**config.mk**
```make
export PLATFORM = sky130hd
export DESIGN_NAME = shift_sub_divider
export DESIGN_NICKNAME = d
export VERILOG_FILES = /design/src/rtl/shift_sub_divider.sv
export SDC_FILE = /design/constraint.sdc
export NUM_CORES = 1
export LEC_CHECK = 0
export ABC_CLOCK_PERIOD_IN_PS = 2200
export CORE_MARGIN = 8
export CORE_UTILIZATION = 50
export CTS_CLUSTER_DIAMETER = 40
export DETAILED_ROUTE_END_ITERATION = 16
export GPL_TIMING_DRIVEN = 0
export PLACE_DENSITY = 0.78
export SLEW_MARGIN = 20
export SYNTH_ARGS = -nofsm -noshare
export SYNTH_HDL_FRONTEND = slang
export SYNTH_SLANG_ARGS = --single-unit
export TNS_END_PERCENT = 1
```
**constraint.sdc**
```tcl
create_clock -name clk -period 2.2 [get_ports clk]
set_clock_uncertainty 0.05 [all_clocks]
set_input_delay 0.44 -clock clk [delete_from_list [all_inputs] [get_ports clk]]
set_output_delay 0.44 -clock clk [all_outputs]
set_load 0.02 [all_outputs]
```
**src/rtl/shift_sub_divider.sv**
```systemverilog
// Sequential unsigned restoring divider: one shift-subtract step per clock, start/busy/done handshake.
// Optional SHIFT_SUB_DBZ_EN: divide-by-zero short-cut with a div_by_zero flag (1-cycle latency).
module shift_sub_divider #(
  parameter int unsigned WIDTH = 4
) (
  input  logic             clk,
  input  logic             rst,
  input  logic             start,
  input  logic [WIDTH-1:0] a,
  input  logic [WIDTH-1:0] b,
  output logic             busy,
  output logic             done,
  output logic [WIDTH-1:0] q,
  output logic [WIDTH-1:0] r,
  output logic             div_by_zero
);

  localparam int unsigned CW = (WIDTH > 1) ? $clog2(WIDTH) : 1;
  localparam logic [CW-1:0] LAST_STEP = CW'(WIDTH - 1);

  typedef enum logic [0:0] {IDLE, RUN} state_t;

  state_t           state;
  logic [CW-1:0]    stepCnt;
  logic [WIDTH-1:0] remR;
  logic [WIDTH-1:0] quoQ;
  logic [WIDTH-1:0] divB;

  logic [WIDTH:0]   shiftR;
  logic             fits;
  logic [WIDTH-1:0] nextR;
  logic [WIDTH-1:0] nextQ;

  // One restoring step; the stored remainder is always < b so WIDTH bits hold it between steps.
  always_comb begin
    shiftR = {remR, quoQ[WIDTH-1]};
    fits   = (shiftR >= {1'b0, divB});
    nextQ  = quoQ << 1;
    nextR  = WIDTH'(shiftR);
    if (fits) begin
      nextR    = WIDTH'(shiftR - {1'b0, divB});
      nextQ[0] = 1'b1;
    end
  end

  always_ff @(posedge clk) begin
    if (rst) begin
      state   <= IDLE;
      busy    <= 1'b0;
      done    <= 1'b0;
      q       <= '0;
      r       <= '0;
      stepCnt <= '0;
      remR    <= '0;
      quoQ    <= '0;
      divB    <= '0;
`ifdef SHIFT_SUB_DBZ_EN
      div_by_zero <= 1'b0;
`endif
    end else begin
      done <= 1'b0;
      case (state)
        IDLE: begin
          if (start) begin
            remR    <= '0;
            quoQ    <= a;
            divB    <= b;
            stepCnt <= '0;
            busy    <= 1'b1;
            state   <= RUN;
`ifdef SHIFT_SUB_DBZ_EN
            div_by_zero <= 1'b0;
`endif
          end
        end
        RUN: begin
`ifdef SHIFT_SUB_DBZ_EN
          // Zero divisor skips the iteration; quoQ still holds the dividend here.
          if (divB == '0) begin
            q           <= '1;
            r           <= quoQ;
            done        <= 1'b1;
            busy        <= 1'b0;
            div_by_zero <= 1'b1;
            state       <= IDLE;
          end else
`endif
          begin
            remR    <= nextR;
            quoQ    <= nextQ;
            stepCnt <= stepCnt + 1'b1;
            if (stepCnt == LAST_STEP) begin
              q     <= nextQ;
              r     <= nextR;
              done  <= 1'b1;
              busy  <= 1'b0;
              state <= IDLE;
            end
          end
        end
        default: state <= IDLE;
      endcase
    end
  end

`ifndef SHIFT_SUB_DBZ_EN
  assign div_by_zero = 1'b0;
`endif

endmodule

```
==> flow_metrics.tcl <==
set metrics [dict create \
    synthToLayoutAreaGrowth_pct 21.2 \
    crit_cells 1 \
    synthesis.area_um2 1190 \
    drt_wl_total_um 2230 \
    path_class "reg2out" \
    slowest_stage "clkdlybuf4s50_1" \
    reg2regPathDepth 7 \
    powerDensity_nw_per_um2 665 \
    gp_congestion 0.828 \
    vias 946 \
    finalHoldViolCount 0 \
    numClockSinks 25 \
    antenna_cells 0 \
    viasPerCell 5.28 \
    slowest_delay_ns 0.61 \
    whs_ns 0.415 \
    worstPathCellList "clkdlybuf4s50_1" \
    status "completed" \
    drc 0 \
    synthesis.nets 145 \
    final_cells 179 \
    maxSlewHeadroom 0.665 \
    grt_util_all_layers 0.117 \
    cts_repair_resize_count 0 \
    drt_pre_antenna_iters 4 \
    ys_seq_elements 25 \
    synth_top_flop_cell "dfxtp_1" \
    die_w_um 64.9 \
    min_path_type "reg2reg" \
    syn-instance-count 128 \
    dieArea_um2 4210 \
    antenna_found_initial 0 \
    drv_slew 0 \
    synth_cell_type_count 39 \
    period_minus_slack_ns 1.78 \
    cap_viol_max_count 0 \
    worstPathMaxFanout 2 \
    dp_hpwl_um 1780 \
    ir_worst_vdd_v 0.000412 \
    rsz0062_at_grt "false" \
    postRouteAntennaNets 0 \
    ios 22 \
    place_area_um2 1420 \
    cts_max_path_buffers 2 \
    hold_path_depth 2 \
    synth_area_per_cell_um2 9.33 \
    worst_pin_slew_ns 0.498 \
    root_buffer "clkbuf_4" \
    rrSetupSlack_ns 0.52 \
    postSynth.asyncResetShare 0 \
    drt-initial-drc-count 22 \
    start_util 0.534 \
    drive_above_1_share 0.132 \
    clk-insertion-delay-late_ns 0.32 \
    yosysWarnings 0 \
    synth_edf_count 0 \
    critical_path.top_delay_family "buffers and inverters" \
    clkTransAtPathRegs_ns 0.13 \
    postLayoutCellArea_um2 1450 \
    numPortBuffers 19 \
    endpoint_kind "output pin" \
    dp_cells 175 \
    max_freq_mhz 562 \
    core_area_um2 2230 \
    setup_viol 0 \
    period_share 0.809 \
    row_count 17 \
    wl_per_cell_um 12.5 \
    nets 169 \
    cts_tree "done" \
    crit_path_start_kind "flop" \
    final_util 0.648 \
    cts_hold_buffers 0 \
    htreeDepth 1 \
    fin_tns_setup_ns 0 \
    grt_max_degree 15 \
    overflow 0 \
    worstPathArrival_ns 1.29 \
    required_ns 1.71 \
    die_h_um 64.9 \
    grt_pass1_vias 927 \
    p_leak_nw 0.578 \
    cts_setup_buffers 0 \
    grt_pass1_wl_um 4010 \
    numCtsBuffers 3 \
    crit_buf_inv 1 \
    seq_area_frac_synth 0.419 \
]
==> cells in the final DEF, fill, tap and decap left out, types with 2 or more instances in the layout <==
| master | Yosys | routed |
|---|---|---|
| a211oi_1 | 2 | 2 |
| a21oi_1 | 9 | 9 |
| a21oi_2 | 2 | 2 |
| a22o_1 | 3 | 3 |
| a32o_1 | 2 | 2 |
| buf_2 | 2 | 2 |
| buf_4 | 2 | 2 |
| clkbuf_1 | 2 | 2 |
| clkbuf_4 | 0 | 3 |
| clkdlybuf4s50_1 | 0 | 19 |
| dfxtp_1 | 25 | 25 |
| ha_1 | 5 | 5 |
| inv_1 | 7 | 7 |
| mux2i_1 | 5 | 5 |
| nand2_1 | 11 | 11 |
| nand2b_1 | 2 | 2 |
| nand4_1 | 2 | 2 |
| nor2_1 | 17 | 17 |
| nor2_4 | 2 | 2 |
| nor2b_1 | 4 | 4 |
| o211ai_1 | 2 | 2 |
| o31ai_1 | 2 | 2 |
| o31ai_2 | 2 | 2 |
==> synth_stat cells, types with 2 or more instances <==
cell / instances / share of area
a32o_1: 2 / 0.017
nor2b_1: 4 / 0.021
buf_4: 2 / 0.013
o211ai_1: 2 / 0.013
inv_1: 7 / 0.022
o31ai_1: 2 / 0.013
nand4_1: 2 / 0.010
a21oi_1: 9 / 0.038
nand2b_1: 2 / 0.010
dfxtp_1: 25 / 0.42
ha_1: 5 / 0.052
nand2_1: 11 / 0.035
a21oi_2: 2 / 0.015
a22o_1: 3 / 0.022
nor2_4: 2 / 0.019
nor2_1: 17 / 0.053
o31ai_2: 2 / 0.021
clkbuf_1: 2 / 0.0063
mux2i_1: 5 / 0.042
a211oi_1: 2 / 0.013
buf_2: 2 / 0.0084
==> where the power goes <==
group	switching (mW)	leakage, nW	internal (mW)
logic	0.146	0.357	0.118
clock network	0.137	0.0177	0.0681
registers	0.0176	0.204	0.476
total	0.300	0.578	0.662
==> cell type report <==
type                    count  area [um^2]
clock inverters             1         5.00
plain buffers               6         32.5
clock buffers               3         22.5
well taps                  28         35.0
multi-input cells          89          631
inverters                   8         30.0
repair buffers             19          190
fillers                   203          787
flip-flops and latches     25          500
==> cells by family after synthesis <==
kind of cell,synth area share
other,0.00314
AOI/OAI and AO/OA,0.198
xor gates and xnor gates,0.00734
adders and majority gates,0.0692
buffers and inverters,0.0524
DFF,0.419
and+or+nand+nor,0.196
muxes,0.0545
==> worst paths after layout <==
| check | start | end |
|---|---|---|
| setup reg to reg | quoQ[3] | remR[2] |
| hold / removal | r[0] | r[0] |
| hold reg to reg | r[0] | r[0] |
| setup / recovery | q[1] | q[1] |
==> per-layer routing <==
| metal | GRT usage | wire, um | vias to the layer above |
|---|---|---|---|
| li1 | - | - | 482 |
| met1 | 0.139 | 1030 | 433 |
| met2 | 0.191 | 1060 | 26 |
| met3 | 0.0258 | 101 | 5 |
| met4 | 0.0654 | 46 | 0 |
| met5 | 0 | 0 | - |
==> flip-flops by register name, indices dropped and copies added, names as in the netlist <==
name,cells
quoQ,4
busy,1
q,4
state,1
divB,4
remR,4
r,4
done,1
stepCnt,2
==> stage by stage <==
stage / total power [mW] / worst slack (ns)
after detailed placement: 0.765 / 0.432
after floorplan: 0.706 / 0.623
after global placement: 0.756 / 0.424
after global routing: 1.02 / 0.373
final: 0.962 / 0.421
after CTS: 0.970 / 0.403
No activity file was read; power rests on OpenSTA's default activity.
